--- src/rtl/sprite_blitter.sv ---
// Drains the sprite queue per frame: reads ROM pixels, scales by 2^s, writes opaque ones to the framebuffer.
// Two cycles per destination pixel plus fb_ready stalls; fb_we holds addr/data until accepted.
// Optional clipping against the screen edges is enabled by defining SPRITE_BLITTER_CLIP_EN.
module sprite_blitter #(
  parameter int SPRITE_W    = 32,
  parameter int SPRITE_H    = 32,
  parameter int SCREEN_W    = 800,
  parameter int SCREEN_H    = 480,
  parameter int PIXEL_W     = 8,
  parameter int TRANSPARENT = 0,
  localparam int ROM_AW     = 8 + $clog2(SPRITE_W * SPRITE_H),
  localparam int FB_AW      = $clog2(SCREEN_W * SCREEN_H)
) (
  input  logic               clock,
  input  logic               reset_n,
  input  logic               frame_start,
  input  logic               is_empty,
  input  logic [7:0]         sprite_id,
  input  logic [15:0]        sprite_x,
  input  logic [15:0]        sprite_y,
  input  logic [7:0]         sprite_scale,
  output logic               dequeue,
  output logic [ROM_AW-1:0]  rom_addr,
  input  logic [PIXEL_W-1:0] rom_data,
  output logic               fb_we,
  output logic [FB_AW-1:0]   fb_addr,
  output logic [PIXEL_W-1:0] fb_data,
  input  logic               fb_ready,
  output logic               busy,
  output logic               done
);

  localparam int XW  = $clog2(SPRITE_W);
  localparam int YW  = $clog2(SPRITE_H);
  localparam int DXW = XW + 2;
  localparam int DYW = YW + 2;

  typedef enum logic [2:0] {IDLE, LOAD, FETCH, WRITE, POP, SETTLE, DONE} state_t;

  state_t         state, state_nx;
  logic [7:0]     id_q;
  logic [15:0]    x_q, y_q;
  logic [1:0]     s_q;
  logic [DXW-1:0] dx_q, dx_last;
  logic [DYW-1:0] dy_q, dy_last;
  logic [16:0]    xpos, ypos;
  logic           last_x, last_y, clipped, want_write, advance;

  always_comb begin
    dx_last = DXW'((SPRITE_W << s_q) - 1);
    dy_last = DYW'((SPRITE_H << s_q) - 1);
    last_x  = (dx_q == dx_last);
    last_y  = (dy_q == dy_last);
    xpos    = {1'b0, x_q} + 17'(dx_q);
    ypos    = {1'b0, y_q} + 17'(dy_q);
`ifdef SPRITE_BLITTER_CLIP_EN
    clipped = (xpos >= 17'(SCREEN_W)) || (ypos >= 17'(SCREEN_H));
`else
    clipped = 1'b0;
`endif
    want_write = (rom_data != PIXEL_W'(TRANSPARENT)) && !clipped;
    advance    = !want_write || fb_ready;
  end

  // Power-of-two sprite dimensions make the ROM address a plain concatenation of id, row, column.
  assign rom_addr = (ROM_AW'(id_q) << (XW + YW)) + (ROM_AW'(dy_q >> s_q) << XW) + ROM_AW'(dx_q >> s_q);
  assign fb_we    = (state == WRITE) && want_write;
  assign fb_addr  = (state == WRITE) ? FB_AW'(ypos * SCREEN_W + xpos) : '0;
  assign fb_data  = (state == WRITE) ? rom_data : '0;
  assign busy     = (state != IDLE);

  always_ff @(posedge clock) begin
    if (!reset_n) begin
      state <= IDLE;
      id_q  <= '0;
      x_q   <= '0;
      y_q   <= '0;
      s_q   <= '0;
      dx_q  <= '0;
      dy_q  <= '0;
    end else begin
      state <= state_nx;
      if (state == LOAD) begin
        id_q <= sprite_id;
        x_q  <= sprite_x;
        y_q  <= sprite_y;
        s_q  <= (sprite_scale >= 8'd2) ? 2'd2 : sprite_scale[1:0];
        dx_q <= '0;
        dy_q <= '0;
      end else if (state == WRITE && advance) begin
        if (last_x) begin
          dx_q <= '0;
          dy_q <= dy_q + 1'b1;
        end else begin
          dx_q <= dx_q + 1'b1;
        end
      end
    end
  end

  always_comb begin
    state_nx = state;
    dequeue  = 1'b0;
    done     = 1'b0;
    case (state)
      IDLE:   if (frame_start) state_nx = is_empty ? DONE : LOAD;
      LOAD:   state_nx = FETCH;
      FETCH:  state_nx = WRITE;
      WRITE:  if (advance) state_nx = (last_x && last_y) ? POP : FETCH;
      POP: begin
        dequeue  = !is_empty;
        state_nx = SETTLE;
      end
      SETTLE: state_nx = is_empty ? DONE : LOAD;
      DONE: begin
        done     = 1'b1;
        state_nx = IDLE;
      end
      default: state_nx = IDLE;
    endcase
  end

endmodule

--- config.mk ---
export PLATFORM = sky130hd
export DESIGN_NAME = sprite_blitter
export DESIGN_NICKNAME = d
export VERILOG_FILES = /design/src/rtl/sprite_blitter.sv
export SDC_FILE = /design/constraint.sdc
export NUM_CORES = 1
export LEC_CHECK = 0
export CORE_UTILIZATION = 45
export CTS_CLUSTER_SIZE = 40
export DETAILED_ROUTE_END_ITERATION = 10
export DONT_BUFFER_PORTS = 1
export REMOVE_ABC_BUFFERS = 1
export SETUP_SLACK_MARGIN = 0.5
export SYNTH_ARGS = -nofsm -noshare
export SYNTH_HDL_FRONTEND = slang
export SYNTH_SLANG_ARGS = --single-unit
--- constraint.sdc ---
create_clock -name clock -period 11.6 [get_ports clock]
set_input_delay 2.32 -clock clock [delete_from_list [all_inputs] [get_ports clock]]
set_output_delay 2.32 -clock clock [all_outputs]
set_load 0.05 [all_outputs]
==> impl_metrics.env, run 1 <==
export IMPL_status="finished with violations"
export IMPL_violations="design-rule violations"
export IMPL_wl_per_cell_um=14.62
export IMPL_drt_iter0_drc=158
export IMPL_cp_arrival_ns=6.27
export IMPL_row_count=39
export IMPL_postLayoutCoreUtil_pct=50.80
export IMPL_swShare_pct=36.86
export IMPL_synthDistinctLibCells=61
export IMPL_clkPwrFrac_pct=36.1
export IMPL_setup_tns_final_ns=0
export IMPL_power_leakage_nw=2.653
export IMPL_period_share_pct=74.09
export IMPL_drc=3
export IMPL_power_switching_mw=0.2895
export IMPL_grt_pass1_wl_um=20050
export IMPL_hold_ws_ns=0.4622
export IMPL_antenna_found_initial=0
export IMPL_ys_flop_type="dfxtp_1"
export IMPL_finalSetupViolations=0
export IMPL_nFillCells=1149
export IMPL_clk_latency_ns=0.32
export IMPL_cts_htree_levels=3
export IMPL_cts_hold_buffers=0
export IMPL_worst_pin_slew_ns=1.190
export IMPL_final_common_cell="nand2_1"
export IMPL_place_gp_congestion=0.8034
export IMPL_initial_core_util_pct=46.86
export IMPL_cts_resized=0
export IMPL_p_per_area_mw_per_mm2=133.7
export IMPL_via_per_inst=5.546
export IMPL_synth_cells=686
export IMPL_portBuffers=0
export IMPL_power_frac_seq_pct=30.4
export IMPL_required_ns=9.28
export IMPL_startpoint_type="flip-flop"
export IMPL_grt_max_degree=44
export IMPL_fin_nets=826
export IMPL_fin_ws_ns=3.006
export IMPL_dpl_hpwl_um=9265
export IMPL_async_flop_share_pct=0
export IMPL_track_usage_pct=19.83
export IMPL_cts_buffer_depth=2
export IMPL_slew_headroom_pct=20.09
export IMPL_ioPinCount=110
export IMPL_core_area_mm2=0.01156
export IMPL_drive_gt1_share_pct=5.882
export IMPL_cts_tree="yes"
export IMPL_end_kind="primary output"
export IMPL_drt_pass1_iter_count=7
export IMPL_critPathMaxFanout=5
export IMPL_pre_cts_ws_ns=3.319
export IMPL_worst_setup_path_type="flip-flop to primary output"
export IMPL_avgSynthCellArea_um2=7.899
export IMPL_final_cell_mix="nand2_1 (104), ha_1 (76), dfxtp_1 (57), nor2_1 (56), inv_1 (55)"
export IMPL_fp_dieArea_mm2=0.01248
export IMPL_die_w_um=111.7
export IMPL_ys_seq_area_share_pct=21.06
export IMPL_min_path_type="flip-flop to flip-flop"
export IMPL_die_h_um=111.7
export IMPL_cts_root_buf="clkbuf_16"
export IMPL_drv_slew=0
export IMPL_grt_pass1_vias=4361
export IMPL_min_period_ns=8.594
export IMPL_peakVddDrop_v=0.00008524
export IMPL_yosysWarningCount=0
export IMPL_p_comb_share_pct=33.4
export IMPL_antenna_cells=0
export IMPL_numCtsBuffers=9
export IMPL_clk_pin_slew_ns=0.06
export IMPL_syn_cell_area_mm2=0.005419
export IMPL_grt_ovfl_total=0
export IMPL_cts_sinks=57
export IMPL_finalHoldViolations=0
export IMPL_ant_nets=0
export IMPL_ys_ff_latch=57
export IMPL_postCtsSetupRepairBufs=0
export IMPL_max_cap_violations=0
export IMPL_synth_edf_count=0
export IMPL_internal_power_mw=0.4958
export IMPL_fin_skew_ns=0.004889
export IMPL_totalWireLength_um=12040
export IMPL_dr_total_vias=4564
export IMPL_area_growth_pct=8.404
export IMPL_fmax_mhz=116.4
export IMPL_rsz0062_at_grt="false"
-- final timing paths --
check | startpoint | end | slack [ns] | depth (start not counted)
setup / recovery | dy_q[0] | fb_addr[18] | 3.01 | 25
hold / removal | x_q[6] | x_q[6] | 0.46 | 2
setup reg to reg | state[1] | dy_q[5] | 8.80 | 6
hold reg to reg | x_q[6] | x_q[6] | 0.46 | 2
-- state kept, by name (all words and copies together), names as in the netlist --
register,count
x_q,16
dx_q,7
id_q,8
dy_q,7
state,3
y_q,14
s_q,2
-- cells in the mapped netlist, types with 5 or more instances --
master | instances | share of area (%)
a21boi_0 | 38 | 5.3
a21o_1 | 8 | 1.1
a21oi_1 | 37 | 3.4
and3_1 | 15 | 1.7
clkbuf_1 | 21 | 1.5
dfxtp_1 | 57 | 21
fa_1 | 13 | 4.8
ha_1 | 76 | 18
inv_1 | 55 | 3.8
mux2i_1 | 7 | 1.3
nand2_1 | 104 | 7.2
nand2b_1 | 10 | 1.2
nand3_1 | 5 | 0.46
nand4_1 | 7 | 0.81
nor2_1 | 56 | 3.9
nor2b_1 | 12 | 1.4
nor3_1 | 14 | 1.3
o21ai_0 | 23 | 2.1
or3_1 | 5 | 0.58
xnor2_1 | 30 | 4.8
xor2_1 | 25 | 4.0
-- final cells by class --
type / instances / area (µm²) / area share (%)
multi-input cells: 547 / 3989 / 67.90
flip-flops and latches: 57 / 1141 / 19.42
clock buffers: 9 / 225.2 / 3.834
inverters: 56 / 210.2 / 3.578
well taps: 143 / 178.9 / 3.046
clock inverters: 6 / 92.59 / 1.576
repair buffers: 5 / 37.54 / 0.6390
-- cells by family after synthesis --
kind of cell / share of synthesized area (%)
buffers and inverters: 5.865
and+or+nand+nor: 21.43
muxes: 2.955
DFF: 21.06
adders and majority gates: 22.35
AOI/OAI and AO/OA: 17.46
xor gates and xnor gates: 8.889
-- stage by stage --
step / cell area (µm²) / cells / power [mW]
finish: 5874 / 823 / 0.7853
global route: 5874 / 823 / 0.8375
CTS: 5874 / 823 / 0.7983
detailed placement: 5557 / 808 / 0.5096
global placement: 5557 / 808 / 0.5032
floorplan: 5311 / 660 / 0.4495
-- per-layer routing --
metal | share of wire [%] | up-vias | GRT usage (%)
li1 | - | 2330 | -
met2 | 50 | 79 | 35.82
met1 | 45 | 2148 | 23.77
met3 | 3.8 | 7 | 4.518
met4 | 1.0 | 0 | 4.414
met5 | 0 | - | 0
-- worst max-delay path, cell delays in order, from the launching register on --
cell and delay (ns):
dfxtp_1 0.43, ha_1 0.24, inv_1 0.06, fa_1 0.40, nor2b_1 0.12, o21ai_0 0.12
nand2_1 0.15, xor2_1 0.24, ha_1 0.28, ha_1 0.28, inv_1 0.05, fa_1 0.49
inv_1 0.04, ha_1 0.34, and3_1 0.18, a221oi_1 0.39, nor2b_1 0.22, xnor2_1 0.13
ha_1 0.25, ha_1 0.36, o21ai_0 0.11, nand2b_1 0.09, a21oi_1 0.11, or4_1 0.51
mux2i_1 0.14, buf_4 0.21
-- power by group through the flow --
stage	combinational, mW	clock [mW]	sequential [mW]
final	0.263	0.284	0.239
after global routing	0.296	0.299	0.242
after CTS	0.268	0.291	0.239
after detailed placement	0.267	0	0.243
after global placement	0.262	0	0.242
after floorplan	0.214	0	0.236
Power figures use the tool's default switching activity.
==> inputs of run 2 (changes only) <==
==> constraint.sdc (replaced) <==
create_clock -name clock -period 7.9 [get_ports clock]
set_input_delay 1.58 -clock clock [delete_from_list [all_inputs] [get_ports clock]]
set_output_delay 1.58 -clock clock [all_outputs]
set_load 0.05 [all_outputs]
==> run 2 against run 1 <==
Against the previous run: the flow still finishes with violations (design-rule violations); clock-buffer cell count did not move; critical path depth is the same; setup slack got worse by 2.3 ns; routed wire length rose by 4.5%; non-clock buffer count rose by 16; clock skew up 0.00092 ns; sequential power up 47%; combinational power rose by 68%; critical path type unchanged.
==> impl_metrics.env, run 2 (synthesis results as in run 1) <==
export IMPL_cts_tree="yes"
export IMPL_cts_htree_levels=3
export IMPL_ioPinCount=110
export IMPL_totalWireLength_um=12580
export IMPL_status="finished with violations"
export IMPL_antenna_found_initial=0
export IMPL_worst_setup_path_type="flip-flop to primary output"
export IMPL_required_ns=6.32
export IMPL_reg_top3="x_q (16), y_q (14), id_q (8)"
export IMPL_cp_arrival_ns=5.65
export IMPL_finalSetupViolations=0
export IMPL_fin_nets=842
export IMPL_p_per_area_mw_per_mm2=191.8
export IMPL_setup_tns_final_ns=0
export IMPL_startpoint_type="flip-flop"
export IMPL_finalHoldViolations=0
export IMPL_grt_pass1_wl_um=20680
export IMPL_cts_root_buf="clkbuf_16"
export IMPL_r2r_slack_ns=5.05
export IMPL_postLayoutCoreUtil_pct=53.53
export IMPL_cts_hold_buffers=0
export IMPL_final_common_cell="nand2_1"
export IMPL_fin_skew_ns=0.005805
export IMPL_antenna_cells=0
export IMPL_largest_reg_flops=16
export IMPL_min_path_type="flip-flop to flip-flop"
export IMPL_initial_core_util_pct=46.86
export IMPL_ant_nets=0
export IMPL_place_gp_congestion=0.8287
export IMPL_drt_pass1_iter_count=7
export IMPL_clk_pin_slew_ns=0.06
export IMPL_die_h_um=111.7
export IMPL_power_leakage_nw=2.761
export IMPL_wl_per_cell_um=14.98
export IMPL_grt_max_degree=44
export IMPL_r2r_start="state[1]"
export IMPL_min_from="x_q[6]"
export IMPL_rsz0062_at_grt="false"
export IMPL_portBuffers=0
export IMPL_cp_startpoint="dy_q[0]"
export IMPL_die_w_um=111.7
export IMPL_dr_total_vias=4666
export IMPL_slew_headroom_pct=23.07
export IMPL_cts_buffer_depth=2
export IMPL_drc=3
export IMPL_final_cell_mix="nand2_1 (103), ha_1 (68), nor2_1 (56), inv_1 (55), dfxtp_1 (52)"
export IMPL_clk_latency_ns=0.33
export IMPL_critPathMaxFanout=4
export IMPL_drive_gt1_share_pct=12.77
export IMPL_grt_ovfl_total=0
export IMPL_top_register="x_q"
export IMPL_drv_slew=0
export IMPL_area_growth_pct=14.25
export IMPL_core_area_mm2=0.01156
export IMPL_drt_iter0_drc=156
export IMPL_period_share_pct=91.56
export IMPL_fmax_mhz=138.3
export IMPL_violations="design-rule violations"
export IMPL_dpl_hpwl_um=9348
export IMPL_row_count=39
export IMPL_numCtsBuffers=9
export IMPL_grt_pass1_vias=4342
export IMPL_fp_dieArea_mm2=0.01248
export IMPL_max_cap_violations=0
export IMPL_cts_sinks=57
export IMPL_min_period_ns=7.233
export IMPL_peakVddDrop_v=0.0001223
export IMPL_via_per_inst=5.555
export IMPL_track_usage_pct=20.46
export IMPL_worst_pin_slew_ns=1.146
export IMPL_end_kind="primary output"
-- run 2: cell types whose count changed in the layout (fill, tap and decap cells not counted), moves of 3 or more --
| cell | delta |
|---|---|
| dfxtp_1 | -5 |
| a21oi_1 | -3 |
| ha_4 | +8 |
| o21ai_0 | -4 |
| dfxtp_2 | +4 |
| ha_1 | -8 |
| buf_4 | +16 |
| a21oi_2 | +3 |
| xnor2_1 | -4 |
| xnor2_2 | +4 |
-- run 2: stage by stage --
stage / std cells / hold WS [ns] / total power [mW] / setup WS (ns) / instance area, µm²
after floorplan: 660 / 0.4434 / 0.6600 / 0.3744 / 5311
after global placement: 812 / 0.4534 / 0.7396 / 0.3986 / 5587
after detailed placement: 812 / 0.4585 / 0.7502 / 0.3435 / 5587
after CTS: 829 / 0.4665 / 1.162 / 0.5252 / 5968
after global routing: 840 / 0.4883 / 1.266 / 0.4268 / 6191
final: 840 / 0.4626 / 1.188 / 0.6671 / 6191
-- run 2: worst paths after layout --
check	end	cells past startpoint
worst min register to register	x_q[6]	2
worst max-delay path	fb_addr[18]	25
worst min-delay path	x_q[6]	2
worst max register to register	dy_q[5]	6
-- run 2: power breakdown --
group / leakage [nW] / switching [mW] / internal (mW) / total (mW)
clock: 0.146 / 0.147 / 0.246 / 0.394
combinational: 2.15 / 0.270 / 0.173 / 0.443
sequential: 0.465 / 0.0349 / 0.316 / 0.351
total: 2.76 / 0.453 / 0.735 / 1.19
-- run 2: cell type report --
cell class | instances | area (µm²)
inverters | 56 | 210.2
fillers | 1125 | 5374
repair buffers | 21 | 157.7
clock inverters | 7 | 77.57
well taps | 143 | 178.9
multi-input cells | 547 | 4192
clock buffers | 9 | 225.2
flip-flops and latches | 57 | 1150
-- run 2: what timing repair did --
action,in CTS,in global routing
setup buffers,1,11
resized for setup,14,25
pin swaps,3,19
endpoints found under the setup margin,4,3
-- run 2: routing by layer --
metal  GRT usage [%]  vias up  share of wire, %
met2           35.94       98                51
met3           4.736       12               4.0
li1                -     2364                 -
met5               0        -                 0
met4           5.766        0               1.2
met1           24.86     2192                44
-- run 2: critical path, stage by stage, from the launching register on --
cell and delay (ns):
dfxtp_4 0.36, ha_4 0.14, inv_1 0.06, fa_2 0.43
nor2b_2 0.17, o21ai_2 0.09, nand2_2 0.12, xor2_1 0.16
ha_1 0.25, ha_1 0.27, inv_1 0.05, fa_1 0.53
inv_1 0.06, ha_4 0.23, and3_4 0.18, a221oi_2 0.25
nor2b_2 0.19, xnor2_1 0.12, ha_1 0.27, ha_4 0.28
o21ai_1 0.07, nand2b_1 0.11, a21oi_2 0.08, or4_1 0.49
mux2i_1 0.15, buf_4 0.22
==> inputs of run 3 (changes only) <==
--- a/config.mk
+++ b/config.mk
@@ -5,6 +5,7 @@
 export SDC_FILE = /design/constraint.sdc
 export NUM_CORES = 1
 export LEC_CHECK = 0
+export CORE_MARGIN = 4
 export CORE_UTILIZATION = 45
 export CTS_CLUSTER_SIZE = 40
 export DETAILED_ROUTE_END_ITERATION = 10
==> run 3 against run 2 <==
Against the previous run: the run now ends clean; register-to-register slack about the same; sequential share of layout area decreased by 0.11 points; clock skew decreased by 0.0026 ns; design area increased by 0.79%; clock-buffer cell count increased by 1; fmax increased by 1.5%; setup slack improved by 0.11 ns; highest routed layer unchanged.
==> impl_metrics.env, run 3 (synthesis results as in run 1) <==
export IMPL_grt_pass1_wl_um=21860
export IMPL_core_area_mm2=0.01161
export IMPL_antenna_found_initial=0
export IMPL_clkPwrFrac_pct=34.9
export IMPL_r2r_end="dy_q[5]"
export IMPL_drt_iter0_drc=204
export IMPL_dr_total_vias=4710
export IMPL_wl_per_cell_um=15.70
export IMPL_fin_nets=846
export IMPL_min_path_type="flip-flop to flip-flop"
export IMPL_ioPinCount=110
export IMPL_dpl_cell_area_mm2=0.005594
export IMPL_final_cell_mix="nand2_1 (103), ha_1 (68), nor2_1 (56), inv_1 (55), dfxtp_1 (52)"
export IMPL_numCtsBuffers=9
export IMPL_required_ns=6.32
export IMPL_cp_slowest_stage_delay_ns=0.50
export IMPL_internal_power_mw=0.7522
export IMPL_p_comb_share_pct=35.7
export IMPL_p_per_area_mw_per_mm2=191.6
export IMPL_finalSetupViolations=0
export IMPL_worst_setup_path_type="flip-flop to primary output"
export IMPL_min_path_cells=2
export IMPL_nFillCells=1123
export IMPL_final_cell_area_mm2=0.006240
export IMPL_ff2ff_path_depth=6
export IMPL_die_w_um=117.7
export IMPL_grt_ovfl_total=0
export IMPL_slew_headroom_pct=22.94
export IMPL_dpl_hpwl_um=9774
export IMPL_drt_pass1_iter_count=4
export IMPL_antenna_cells=0
export IMPL_r2r_start="state[1]"
export IMPL_initial_core_util_pct=46.66
export IMPL_drive_gt1_share_pct=13.27
export IMPL_fmax_mhz=140.4
export IMPL_cts_buffer_depth=2
export IMPL_path_delay_family="adder cells"
export IMPL_peakVddDrop_v=0.0001228
export IMPL_worst_pin_slew_ns=1.148
export IMPL_clk_pin_slew_ns=0.05
export IMPL_fin_ws_ns=0.7761
export IMPL_min_from="id_q[2]"
export IMPL_finalHoldViolations=0
export IMPL_critPathMaxFanout=5
export IMPL_period_share_pct=90.18
export IMPL_power_switching_mw=0.4431
export IMPL_cts_htree_levels=3
export IMPL_pre_cts_ws_ns=0.3110
export IMPL_cts_sinks=57
export IMPL_clk_latency_ns=0.34
export IMPL_rsz0062_at_grt="false"
export IMPL_top_register="x_q"
export IMPL_area_growth_pct=15.15
export IMPL_power_leakage_nw=2.780
export IMPL_die_h_um=117.7
export IMPL_fp_dieArea_mm2=0.01386
export IMPL_totalWireLength_um=13250
export IMPL_drc=0
export IMPL_setup_tns_final_ns=0
export IMPL_final_common_cell="nand2_1"
export IMPL_row_count=39
export IMPL_worst_path_buf_inv=4
export IMPL_placedCellCount=813
export IMPL_track_usage_pct=19.11
export IMPL_grt_pass1_vias=4633
export IMPL_ant_nets=0
export IMPL_via_per_inst=5.581
export IMPL_drv_slew=0
export IMPL_r2r_slack_ns=5.04
export IMPL_max_cap_violations=0
export IMPL_grt_max_degree=44
export IMPL_place_gp_congestion=0.8919
export IMPL_startpoint_type="flip-flop"
export IMPL_cp_slowest_cell="fa_1"
export IMPL_portBuffers=0
export IMPL_swShare_pct=37.07
export IMPL_final_cells=844
export IMPL_cp_arrival_ns=5.54
export IMPL_power_frac_seq_pct=29.4
export IMPL_reg_top3="x_q (16), y_q (14), id_q (8)"
export IMPL_cts_root_buf="clkbuf_16"
export IMPL_largest_reg_flops=16
export IMPL_min_to="id_q[2]"
export IMPL_fin_skew_ns=0.003232
export IMPL_status="complete, no violations"
export IMPL_min_period_ns=7.124
export IMPL_end_kind="primary output"
export IMPL_cp_depth=25
export IMPL_cts_tree="yes"
## run 3: cell count changes in the layout (fill, tap and decap cells not counted), sizes merged
cell | previous run | this run
buf | 21 | 25
inv | 58 | 56
bufinv | 1 | 2
clkbuf | 9 | 10
## run 3: worst max path at each step
| stage | startpoint | endpoint | slack (ns) |
|---|---|---|---|
| floorplan | dy_q[0] | fb_addr[18] | 0.37 |
| global route | dy_q[0] | fb_addr[18] | 0.49 |
| global placement | dy_q[0] | fb_addr[18] | 0.40 |
| CTS | y_q[0] | fb_addr[18] | 0.53 |
| finish | dy_q[0] | fb_addr[18] | 0.78 |
| detailed placement | dy_q[0] | fb_addr[18] | 0.31 |
## run 3: layout make-up
cell class / count / area, µm² / area share, %
repair buffers: 25 / 187.7 / 3.008
flip-flops and latches: 57 / 1152 / 18.47
clock inverters: 6 / 82.58 / 1.323
inverters: 56 / 210.2 / 3.369
clock buffers: 10 / 229.0 / 3.670
well taps: 143 / 178.9 / 2.867
multi-input cells: 547 / 4199 / 67.30
## run 3: what timing repair did
action / CTS / global route
pin swaps: 8 / 19
hold buffers: 0 / 0
setup endpoints to repair: 4 / 2
resized for setup: 20 / 24
buffers inserted: 5 / 10
## run 3: power groups by stage
stage,logic (mW),registers [mW],clock network [mW]
2_1_floorplan,0.314,0.346,0
3_3_place_gp,0.384,0.356,0
3_5_place_dp,0.392,0.358,0
4_1_cts,0.409,0.351,0.430
5_1_grt,0.480,0.357,0.445
6_report,0.427,0.351,0.417
## run 3: worst min-delay path: stages (launching register included)
cell	delay [ns]
dfxtp_1	0.31
nand2_1	0.05
a21boi_0	0.06
## run 3: per-layer routing
layer / wire length, µm / track usage, %
met1: 5848 / 22.80
met3: 546 / 4.901
met2: 6601 / 33.49
met5: 0 / 0
met4: 254 / 6.154
## run 3: stage by stage
step	utilization [%]	hold slack, ns	power [mW]
global placement	48.17	0.4540	0.7392
detailed placement	48.17	0.4643	0.7499
finish	53.73	0.4678	1.195
CTS	52.07	0.4714	1.190
global route	53.73	0.4942	1.282
floorplan	-	0.4434	0.6600
